File: src/rtl/inst_enc.sv
// inst_enc: two-stage pipelined encoder for 32-bit I/S/B/U/J/R instruction words.
//
// Ports:
//   clk, rst                 single clock, synchronous active-high reset
//   in_valid / in_ready      request handshake (in_ready held low during reset)
//   imm_sel                  1 I, 2 S, 3 B, 4 U, 5 J; any other value selects R
//   imm                      signed immediate / byte offset
//   opcode, rd, rs1, rs2,
//   funct3, funct7           instruction fields
//   out_valid / out_ready    result handshake
//   inst_out                 packed instruction word
//   range_err                immediate not representable in the chosen format
//                            (the truncated packing is still delivered)
//   enc_count                saturating count of completed output handshakes
module inst_enc #(
  parameter int unsigned COUNT_WIDTH = 16
) (
  input  logic                   clk,
  input  logic                   rst,
  input  logic                   in_valid,
  output logic                   in_ready,
  input  logic [2:0]             imm_sel,
  input  logic [31:0]            imm,
  input  logic [6:0]             opcode,
  input  logic [4:0]             rd,
  input  logic [4:0]             rs1,
  input  logic [4:0]             rs2,
  input  logic [2:0]             funct3,
  input  logic [6:0]             funct7,
  output logic                   out_valid,
  input  logic                   out_ready,
  output logic [31:0]            inst_out,
  output logic                   range_err,
  output logic [COUNT_WIDTH-1:0] enc_count
);

  logic               s1_valid;
  logic [31:0]        s1_word;
  logic               s1_err;
  logic [31:0]        enc_word;
  logic               enc_err;
  logic               advance;
  logic               s1_load;
  logic signed [31:0] imm_s;

  assign imm_s = imm;

  // The output register moves whenever it is empty or being consumed; S1
  // moves in lockstep, but an empty S1 may always take a new request so the
  // pipeline fills two deep while the consumer stalls.
  assign advance  = !out_valid || out_ready;
  assign s1_load  = !s1_valid || advance;
  assign in_ready = !rst && s1_load;

  always_comb begin
    enc_word = '0;
    enc_err  = 1'b0;
    case (imm_sel)
      3'd1: begin
        enc_word = {imm[11:0], rs1, funct3, rd, opcode};
        enc_err  = (imm_s < -32'sd2048) || (imm_s > 32'sd2047);
      end
      3'd2: begin
        enc_word = {imm[11:5], rs2, rs1, funct3, imm[4:0], opcode};
        enc_err  = (imm_s < -32'sd2048) || (imm_s > 32'sd2047);
      end
      3'd3: begin
        enc_word = {imm[12], imm[10:5], rs2, rs1, funct3, imm[4:1], imm[11], opcode};
        enc_err  = (imm_s < -32'sd4096) || (imm_s > 32'sd4094) || imm[0];
      end
      3'd4: begin
        enc_word = {imm[31:12], rd, opcode};
        enc_err  = (imm[11:0] != 12'd0);
      end
      3'd5: begin
        enc_word = {imm[20], imm[10:1], imm[11], imm[19:12], rd, opcode};
        enc_err  = (imm_s < -32'sd1048576) || (imm_s > 32'sd1048574) || imm[0];
      end
      default: begin
        enc_word = {funct7, rs2, rs1, funct3, rd, opcode};
        enc_err  = 1'b0;
      end
    endcase
  end

  always_ff @(posedge clk) begin
    if (rst) begin
      s1_valid  <= 1'b0;
      s1_word   <= '0;
      s1_err    <= 1'b0;
      out_valid <= 1'b0;
      inst_out  <= '0;
      range_err <= 1'b0;
      enc_count <= '0;
    end else begin
      if (s1_load) begin
        s1_valid <= in_valid;
      end
      if (in_valid && in_ready) begin
        s1_word <= enc_word;
        s1_err  <= enc_err;
      end
      if (advance) begin
        out_valid <= s1_valid;
        if (s1_valid) begin
          inst_out  <= s1_word;
          range_err <= s1_err;
        end
      end
      if (out_valid && out_ready && (enc_count != '1)) begin
        enc_count <= enc_count + COUNT_WIDTH'(1);
      end
    end
  end

endmodule

File: config.mk
export PLATFORM = sky130hd
export DESIGN_NAME = inst_enc
export DESIGN_NICKNAME = d
export VERILOG_FILES = /design/src/rtl/inst_enc.sv
export SDC_FILE = /design/constraint.sdc
export NUM_CORES = 1
export LEC_CHECK = 0
export ABC_AREA = 1
export BUFFER_PORTS_ARGS = -buffer_cell sky130_fd_sc_hd__buf_2
export CORE_UTILIZATION = 35
export DETAILED_ROUTE_END_ITERATION = 12
export GPL_ROUTABILITY_DRIVEN = 1
export PLACE_DENSITY = 0.61
export SLEW_MARGIN = 10
export SYNTH_ARGS = -nofsm -noshare
export SYNTH_HDL_FRONTEND = slang
export SYNTH_SLANG_ARGS = --single-unit
File: constraint.sdc
create_clock -name clk -period 1.7 [get_ports clk]
set_input_delay 0.085 -clock clk [delete_from_list [all_inputs] [get_ports clk]]
set_output_delay 0.085 -clock clk [all_outputs]
set_load 0.01 [all_outputs]
==> results.md, run 1 <==
* Syn_nets at 673
* PortBufs at 121
* Clock skew at between 8 and 9 ps
* Synth Instances at ~600
* Antenna violations before repair at 0
* Pin count of the biggest net entering global routing at 65
* Tot GR Track Use at 0.205
* Global-route wire length before repair at between 15000 and 20000 um
* Warning count from the yosys run at 0
* IO Pins at around 120
* Power density over the cells at 915 nW/um^2
* Async SR Flop Fraction at 0
* Syn avg cell area at 6.73 um^2
* CTS tree: yes
* Synth Area in Simple Gates at 0.340
* Worst EP arrival at 1840 ps
* Area contributors post-synth: dfxtp_1, nand2_1, nor2_1, o21ai_0, inv_1
* Core Area at about 11000 um^2
* Nets at 813
* TritonCTS Buffers at 9
* Worst Hold Class: input pin to flop
* Synth cell types at 37
* RSZ-0062 raised after global routing: yes
* Final Instance Area at 5380 um^2
* Vias in the first global route at roughly 4000
* Achievable frequency at between 0.6 and 0.7 GHz
* Top-area cell type share of the netlist area at 0.416
* Post-synthesis sequential area ratio at 0.416
* Mux cell area share after synthesis at 0
* Data required, critical path at 1920 ps
* Via count at 4371
* Cell Area, Synth at 4050 um^2
* Die height at 110 um
* Dpl cell area at 4860 um^2
* P&R area growth vs syn at 32.9%
* Diodes inserted at 0
* Worst-margin pin slew at 593 ps
* HPWL after DPL at 9010 um
* Post-DR wirelength/cell at approximately 13 um
* Rows at 38
* Max Slew Vio Count at 0
* Worst-Skew Late Latency at 330 ps
* Via density at 4.94
* Leakage power at between 2 and 3 nW
* DP Cell Count at around 860
* Die width at 110 um
* Cell taking the most area after synthesis: dfxtp_1
* Clk root buf: clkbuf_16
* Worst-path clk slew at approximately 60 ps
* H-tree depth at 3
* Largest family of logic cells by synthesized area: simple AND/OR/NAND/NOR gates
* Worst vdd ir at ~0.0005 V
* Final setup viols at 0
* Maxcap violations at 0
* Total die area at 12000 um^2
* WS Path Type: flop to flop
* Drt drc at 0
* Post-Synth XOR/XNOR Area at 0.00433
* Status: finished clean
* Clk sinks at 84
* Initial Util at 0.367
* Layout cells sized above 1 at 0.258
* Post-Synth Adder-Cell Area at 0.00309
* Clock Path Buffers at 2
* Final period utilization at 0.952
* Crit path max fanout at 5
* DR iter-0 viols at 312
* Min cycle time layout at 1620 ps
* Grt total ovfl at 0
* Drt total wl at 11800 um
* Number of enable flip-flop cells after synthesis at 0
* Gpl congestion at 0.903
* Drt pass-1 iters at 5
* Hold Violations, Final at 0
* Crit. End Element: flop
* Synth Area in Compound Gates at 0.160
* Critical path startpoint category: flop
* Final cell count without fillers at between 800 and 900
* FF+latch count, synth at 84
* Relative slew margins at 0.594
* Antenna Violating Nets Remaining at 0
* Fill count at about 1100
* Synth Flop Type: dfxtp_1
[where the power goes]
part	internal [W]	switching [W]	total (W)
Combinational	0.000271	0.000396	0.000667
Sequential	0.00208	0.0000517	0.00213
Clock	0.00136	0.000769	0.00213
Total	0.00371	0.00122	0.00492
[kinds of logic (layout without fill, tap and decap cells)]
kind of cell    after synthesis  in the layout
xor+xnor                      2              2
buf+inv                      81            225
compound gates              116            116
fa+ha+maj                     1              1
simple gates                317            317
flops                        84             84
[worst paths after layout]
kind | startpoint | end | slack (ps) | cells after the start
min | funct3[1] | s1_word[13] | 20 | 3
max | enc_count[1] | enc_count[13] | 80 | 12
max reg2reg | enc_count[1] | enc_count[13] | 80 | 12
min reg2reg | s1_word[3] | s1_word[3] | 460 | 2
[repair_timing]
item | CTS | global route
setup buffers | 3 | 4
hold buffers | 8 | 0
setup endpoints to repair | 1 | 15
resized for setup | 0 | 15
pin swaps | 2 | 10
hold endpoints to repair | 8 | 0
[final cells by class]
class	count	area, um^2	area share
Clock inverter	4	72.6	0.0135
Clock buffer	11	253	0.0470
Multi-Input combinational cell	436	2090	0.389
Sequential cell	84	1690	0.314
Inverter	58	218	0.0405
Tap cell	140	175	0.0326
Timing Repair Buffer	152	883	0.164
[cells in the mapped netlist (2+ instances only)]
master and instances:
nor2_2 5, a31oi_1 20, clkbuf_1 14, o22ai_1 7, nor3_1 7, o21ai_0 59
nand4_1 4, a221oi_1 5, nor2_1 120, nor2_4 4, nand2_1 134, buf_1 3
nand3_1 26, inv_1 53, o21a_1 2, buf_2 5, inv_2 4, nand2_2 3
dfxtp_1 84, nand3_2 3, nand2_4 3, a21oi_1 20, xor2_1 2
[metrics by stage]
step	setup WS (ps)	total power (W)	setup TNS (ps)	hold slack [ps]	utilization
2_1_floorplan	39.1	0.00252	0	195	-
6_report	81.9	0.00492	0	19.2	0.488
3_3_place_gp	19.6	0.00281	0	292	0.441
3_5_place_dp	-9.87	0.00281	-9.87	287	0.441
4_1_cts	11.6	0.00495	0	11.2	0.480
5_1_grt	-22.2	0.00516	-40.1	24.9	0.488
[metal layers]
layer  GRT usage  up-vias  part of all wire
li1            -     2237                 -
met1       0.274     1985              0.47
met2       0.325      137              0.45
met3      0.0480       12             0.059
met4      0.0686        0             0.013
met5           0        -                 0
[critical path: stages (launching register included)]
cell     delay (ps)
dfxtp_2         330
ha_4            160
nand3_4          90
nor2_4           40
nand3_2          80
nand2_4          90
nor2_4          120
nand2_4          70
nor2_4          120
nand2_4          70
nor2_4          120
xor2_1          140
nor2_1           60
[flip-flops by register name, summed over array words and instances (netlist names)]
| signal | count |
|---|---|
| out_valid | 1 |
| inst_out | 32 |
| range_err | 1 |
| s1_valid | 1 |
| enc_count | 16 |
| s1_err | 1 |
| s1_word | 32 |
[layout by cell type, fill, tap and decap left out, types with 4 or more instances in the layout]
cell type	Yosys	layout
nand2_1	134	133
buf_2	5	121
nor2_1	120	120
dfxtp_1	84	80
o21ai_0	59	58
inv_1	53	53
nand3_1	26	26
buf_4	1	21
a21oi_1	20	20
a31oi_1	20	20
clkbuf_16	0	9
dlygate4sd3_1	0	8
nor3_1	7	7
o22ai_1	7	7
nor2_4	4	5
nand2_2	3	4
nand4_1	4	4
nor2_2	5	4
inv_2	4	4
dfxtp_2	0	4
Power figures use the tool's default switching activity.
==> run 2, diff against run 1 <==
--- a/config.mk
+++ b/config.mk
@@ -7,10 +7,10 @@
 export LEC_CHECK = 0
 export ABC_AREA = 1
 export BUFFER_PORTS_ARGS = -buffer_cell sky130_fd_sc_hd__buf_2
-export CORE_UTILIZATION = 35
+export CORE_UTILIZATION = 30
 export DETAILED_ROUTE_END_ITERATION = 12
 export GPL_ROUTABILITY_DRIVEN = 1
-export PLACE_DENSITY = 0.61
+export PLACE_DENSITY = 0.54
 export SLEW_MARGIN = 10
 export SYNTH_ARGS = -nofsm -noshare
 export SYNTH_HDL_FRONTEND = slang
==> run 2 against run 1 <==
Net effect: worst setup slack worse by 1.0 ps; register-to-register slack about the same; critical endpoint unchanged; highest routed layer unchanged; hold slack worse by 4.8 ps.
==> results.md, run 2 (synthesis gave the netlist of run 1 again) <==
* Status: finished clean
* PortBufs at 121 (unchanged)
* WS Path Type: flop to flop
* Worst-path clk slew at 60 ps (about the same)
* Achievable frequency at 0.618 GHz (about the same)
* IO Pins at 122 (unchanged)
* Clk sinks at 84 (unchanged)
* Relative slew margins at 0.537 (-0.0569)
* Core Area at 13200 um^2 (+20%)
* Comb power frac at 0.136 (about the same)
* Clock power share at 0.432 (about the same)
* Crit path max fanout at 5 (unchanged)
* Top Registers: inst_out: 32 flops, s1_word: 32 flops, enc_count: 16 flops
* DR iter-0 viols at 212 (-32%)
* Antenna violations before repair at 0 (unchanged)
* Clock skew at 4.90 ps (-3.41 ps)
* DP Cell Count at 893 (+4.4%)
* Max Slew Vio Count at 0 (unchanged)
* H-tree depth at 3 (unchanged)
* RSZ-0062 raised after global routing: yes
* Data required, critical path at 1920 ps (about the same)
* Antenna Violating Nets Remaining at 0 (unchanged)
* Diodes inserted at 0 (unchanged)
* Internal power at 0.00365 W (-1.6%)
* Total die area at 14000 um^2 (+16%)
* Post-DR wirelength/cell at 13.2 um (-0.96%)
* P&R area growth vs syn at 33.9%
* Clk root buf: clkbuf_16
* Die width at 118 um (+7.9%)
* Sequential Power Share at 0.432 (about the same)
* Layout cells sized above 1 at 0.257 (-0.00103)
* Worst EP arrival at 1840 ps (about the same)
* Switching share of power at 0.260 (+0.0128)
* Drt total wl at 12200 um (+3.4%)
* Die height at 118 um (+7.9%)
* TritonCTS Buffers at 9 (unchanged)
* Via density at 4.72 (-4.4%)
* Crit path from: enc_count[0]
* Final setup viols at 0 (unchanged)
* Most common cell after layout, fill and taps aside: nand2_1
* Final Instance Area at 5420 um^2 (+0.70%)
* Power density over the cells at 910 nW/um^2 (-0.60%)
* Switching pwr at 0.00128 W (+5.3%)
* Initial Util at 0.307 (-0.0601)
* Leakage power at 2.52 nW (about the same)
* Hold Violations, Final at 0 (unchanged)
* HP Start: rs1[0]
* Tot GR Track Use at 0.175 (-0.0304)
* Drt drc at 0 (unchanged)
* Final period utilization at 0.952 (about the same)
* Rows at 42 (+11%)
* Drt pass-1 iters at 7 (+2)
* Critical path startpoint category: flop
* Clock Path Buffers at 2 (unchanged)
* Nets at 815 (+0.25%)
* Dpl cell area at 4940 um^2 (+1.5%)
* Commonest non-fill, non-tap cells in the layout: nand2_1, buf_2, nor2_1
* Worst-margin pin slew at 677 ps (+83.2 ps)
* Crit. End Element: flop
* Worst Hold Class: input pin to flop
* Gpl congestion at 0.879 (-2.7%)
* Pin count of the biggest net entering global routing at 65 (unchanged)
* Final core utilization at 0.411 (-0.0770)
* HPWL after DPL at 9280 um (+3.0%)
* Worst vdd ir at 0.000396 V (-22%)
* Vias in the first global route at 4107 (+2.9%)
* Worst-Skew Late Latency at 340 ps (about the same)
* Reg2reg start: enc_count[0]
* CTS tree: yes
* Global-route wire length before repair at 19500 um (+2.2%)
* Maxcap violations at 0 (unchanged)
* Final cell count without fillers at 924 (+4.4%)
* Min cycle time layout at 1620 ps (+1.01 ps)
* Via count at 4363 (-0.18%)
* Grt total ovfl at 0 (unchanged)
run 2: cell types whose count changed in the layout (fill, tap and decap cells not counted), moves of 2 or more:
cell        previous run  this run
clkbuf_8               2         0
clkinvlp_4             1         3
dfxtp_1               80        82
dfxtp_2                4         2
run 2: power by group through the flow:
stage | combinational, W | sequential [W] | clock [W]
after global placement | 0.000649 | 0.00217 | 0
after detailed placement | 0.000653 | 0.00217 | 0
after floorplan | 0.000327 | 0.00219 | 0
after global routing | 0.000753 | 0.00214 | 0.00226
final | 0.000670 | 0.00213 | 0.00213
after CTS | 0.000671 | 0.00213 | 0.00219
run 2: metrics by stage:
| step | TNS [ps] | power [W] | hold slack, ps | worst slack (ps) |
|---|---|---|---|---|
| after floorplan | 0 | 0.00252 | 195 | 39.1 |
| after global placement | -90.3 | 0.00282 | 297 | -90.3 |
| after detailed placement | -64.3 | 0.00283 | 292 | -64.3 |
| after CTS | 0 | 0.00499 | 2.52 | 9.07 |
| after global routing | -38.9 | 0.00515 | 5.71 | -33.8 |
| final | 0 | 0.00493 | 14.5 | 80.9 |
run 2: final timing paths:
path                            cells after the start       endpoint  slack, ps
worst max-delay path                               12  enc_count[13]         80
worst min-delay path                                3    s1_word[15]         10
worst max register to register                     12  enc_count[13]         80
worst min register to register                      2     s1_word[6]        460
run 2: routing by layer:
| layer | share of wire | track usage | routed length, um | vias up |
|---|---|---|---|---|
| met5 | 0 | 0 | 0 | - |
| met4 | 0.017 | 0.0665 | 206 | 0 |
| met3 | 0.061 | 0.0357 | 738 | 18 |
| met2 | 0.48 | 0.296 | 5800 | 144 |
| met1 | 0.45 | 0.218 | 5440 | 1960 |
| li1 | - | - | - | 2241 |
run 2: critical path, stage by stage (launching register included):
cell and delay (ps):
dfxtp_2 320, ha_2 180, nand3_2 90, nor2_2 50
nand3_2 70, nand2_4 80, nor2_4 120, nand2_4 70
nor2_4 110, nand2_4 70, nor2_4 130, xor2_1 160
nor2_1 50
run 2: area by class of cell:
class | count | area, um^2
Tap cell | 176 | 220
Timing Repair Buffer | 154 | 901
Clock buffer | 9 | 225
Inverter | 58 | 218
Sequential cell | 84 | 1680
Clock inverter | 7 | 100
Fill cell | 1402 | 7770
Multi-Input combinational cell | 436 | 2070
run 2: timing repair:
| item | in CTS | in global routing |
|---|---|---|
| hold endpoints to repair | 9 | 0 |
| setup buffers | 3 | 3 |
| resized for setup | 0 | 6 |
| pin swaps | 2 | 5 |
| endpoints found under the setup margin | 1 | 9 |
| hold buffers | 9 | 0 |
==> run 3, diff against run 2 <==
--- a/config.mk
+++ b/config.mk
@@ -11,6 +11,7 @@
 export DETAILED_ROUTE_END_ITERATION = 12
 export GPL_ROUTABILITY_DRIVEN = 1
 export PLACE_DENSITY = 0.54
+export REMOVE_ABC_BUFFERS = 1
 export SLEW_MARGIN = 10
 export SYNTH_ARGS = -nofsm -noshare
 export SYNTH_HDL_FRONTEND = slang
==> run 3 against run 2 <==
Net effect: the run now ends with setup timing left; global-route usage increased by 0.26 points; worst setup slack got worse by 95 ps; die area unchanged; combinational power decreased by 2%; final cell count decreased by 0.54%; via count decreased by 2.4%; utilization decreased by 0.28 points; count of clock-buffer cells in the layout increased by 3; sequential share of layout area increased by 0.26 points; register-to-register slack got worse by 95 ps.
==> results.md, run 3 (synthesis gave the netlist of run 1 again) <==
* Die width at 118 um (unchanged)
* Clock Path Buffers at 2 (unchanged)
* Crit path max fanout at 7 (+2)
* Switching share of power at 0.256 (-0.00437)
* P&R area growth vs syn at 32.9%
* Failing checks: setup timing
* Hold Violations, Final at 0 (unchanged)
* Dpl cell area at 4910 um^2 (-0.46%)
* Leakage power at 2.50 nW (-0.98%)
* Gpl congestion at 0.888 (+1.1%)
* TritonCTS Buffers at 9 (unchanged)
* Worst reg2reg setup slack at -10 ps (-100 ps)
* Min cycle time layout at 1710 ps (+95.4 ps)
* Post-DR wirelength/cell at 13.1 um (-0.91%)
* RSZ-0062 raised after global routing: yes
* Comb power frac at 0.137 (about the same)
* Crit path from: enc_count[1]
* Maxcap violations at 0 (unchanged)
* Internal power at 0.00356 W (-2.4%)
* Via count at 4258 (-2.4%)
* Worst-margin pin slew at 586 ps (-91.0 ps)
* Antenna violations before repair at 0 (unchanged)
* Worst-path clk slew at 60 ps (about the same)
* Final setup margin at -14.5 ps (-95.4 ps)
* Sequential Power Share at 0.446 (+0.014)
* DR iter-0 viols at 294 (+39%)
* IO Pins at 122 (unchanged)
* Drt total wl at 12000 um (-1.4%)
* Switching pwr at 0.00122 W (-4.6%)
* Worst-Skew Late Latency at 330 ps (about the same)
* Reg2Reg Depth at 12 (unchanged)
* Register area at 1690 um^2 (+0.15%)
* HPWL after DPL at 9020 um (-2.8%)
* Multi-input gate area at 2090 um^2 (+0.85%)
* Data required, critical path at 1920 ps (about the same)
* Worst vdd ir at 0.000401 V (+1.3%)
* Final setup viols at 1 (+1)
* Max Slew Vio Count at 0 (unchanged)
* Crit. End Element: flop
* Worst EP arrival at 1930 ps (+90 ps)
* Initial Util at 0.307 (unchanged)
* R2R Path End: enc_count[13]
* CTS tree: yes
* Via density at 4.63 (-1.9%)
* WS Path Type: flop to flop
* Core Area at 13200 um^2 (unchanged)
* Worst Hold Class: input pin to flop
* Setup WS pre-CTS at -2.41 ps (+61.9 ps)
* Drt drc at 0 (unchanged)
* Fill count at 1431 (+2.1%)
* Tot GR Track Use at 0.177 (+0.00256)
* Drt pass-1 iters at 5 (-2)
* Clk root buf: clkbuf_16
* Vias in the first global route at 4154 (+1.1%)
* Top Registers: inst_out: 32 flops, s1_word: 32 flops, enc_count: 16 flops
* Grt total ovfl at 0 (unchanged)
* Clk sinks at 84 (unchanged)
* Most common cell after layout, fill and taps aside: nand2_1
* Reg2reg start: enc_count[1]
* Status: finished, violations left
* Die height at 118 um (unchanged)
* Critical path startpoint category: flop
* Hold WS at 18.3 ps (+3.84 ps)
* Relative slew margins at 0.599 (+0.0622)
* PortBufs at 121 (unchanged)
* Power density over the cells at 889 nW/um^2 (-2.3%)
* Antenna Violating Nets Remaining at 0 (unchanged)
* Commonest non-fill, non-tap cells in the layout: nand2_1, buf_2, nor2_1
* Clock skew at 3.07 ps (-1.83 ps)
* Achievable frequency at 0.583 GHz (-5.6%)
* Final Instance Area at 5380 um^2 (-0.69%)
* Rows at 42 (unchanged)
* Final period utilization at 1.01 (+0.0561)
* Pin count of the biggest net entering global routing at 65 (unchanged)
* Layout cells sized above 1 at 0.252 (-0.00500)
* Clock power share at 0.417 (-0.015)
* Total die area at 14000 um^2 (unchanged)
* Diodes inserted at 0 (unchanged)
* Worst Setup EP: enc_count[13]
* H-tree depth at 3 (unchanged)
* Nets at 810 (-0.61%)
* Global-route wire length before repair at 19700 um (+1.2%)
[run 3: cell count changes in the layout (fill, tap and decap cells not counted), sizes merged]
cell	previous run	this run
inv	58	57
buf	145	141
bufinv	2	1
clkbuf	9	12
dlygate4sd3	9	8
clkinvlp	3	1
clkinv	2	3
[run 3: critical path, stage by stage (launching register included)]
cell and delay, ps:
dfxtp_4 360, ha_4 170, nand3_4 80, nor2_2 40, nand3_2 70, nand2_4 80, nor2_4 150, nand2_4 70
nor2_4 150, nand2_4 80, nor2_4 130, xor2_1 150, nor2_1 50
[run 3: metal layers]
metal,GRT usage,vias up,share of wire
li1,-,2222,-
met1,0.231,1907,0.48
met2,0.296,119,0.46
met3,0.0314,10,0.047
met4,0.0585,0,0.011
met5,0,-,0
[run 3: per-stage QoR]
step	util	std cells	total power (W)	setup TNS, ps
after CTS	0.402	914	0.00484	0
after detailed placement	0.373	890	0.00281	-2.41
after floorplan	-	578	0.00250	-26900
final	0.408	919	0.00478	-14.5
after global routing	0.408	919	0.00503	-348
after global placement	0.373	890	0.00280	0
[run 3: worst min-delay path by stage]
stage          startpoint             to  cells after the start
3_5_place_dp    opcode[0]     s1_word[0]                      3
3_3_place_gp    opcode[0]     s1_word[0]                      3
2_1_floorplan         rst  enc_count[12]                      1
5_1_grt             rd[2]     s1_word[9]                      3
6_report            rd[2]     s1_word[9]                      3
4_1_cts         funct3[0]    s1_word[12]                      3
[run 3: final cells by class]
| class | instances | area share |
|---|---|---|
| multi-input cells | 436 | 0.388 |
| flip-flops and latches | 84 | 0.314 |
| repair buffers | 149 | 0.161 |
| clock buffers | 12 | 0.0477 |
| well taps | 176 | 0.0409 |
| inverters | 58 | 0.0405 |
| clock inverters | 4 | 0.00884 |
[run 3: what timing repair did]
| item | in CTS | in global routing |
|---|---|---|
| buffers inserted | 0 | 5 |
| endpoints found under the hold margin | 8 | 0 |
| hold buffers | 8 | 0 |
| cloned | 0 | 0 |
| pin swaps | 0 | 7 |
| endpoints found under the setup margin | 1 | 8 |
| gates resized for setup | 1 | 9 |
[run 3: power by group through the flow]
stage          Sequential [W]  Combinational [W]  Clock (W)
5_1_grt               0.00214           0.000741    0.00215
3_5_place_dp          0.00217           0.000637          0
2_1_floorplan         0.00219           0.000305          0
6_report              0.00213           0.000657    0.00199
3_3_place_gp          0.00217           0.000631          0
4_1_cts               0.00213           0.000653    0.00206
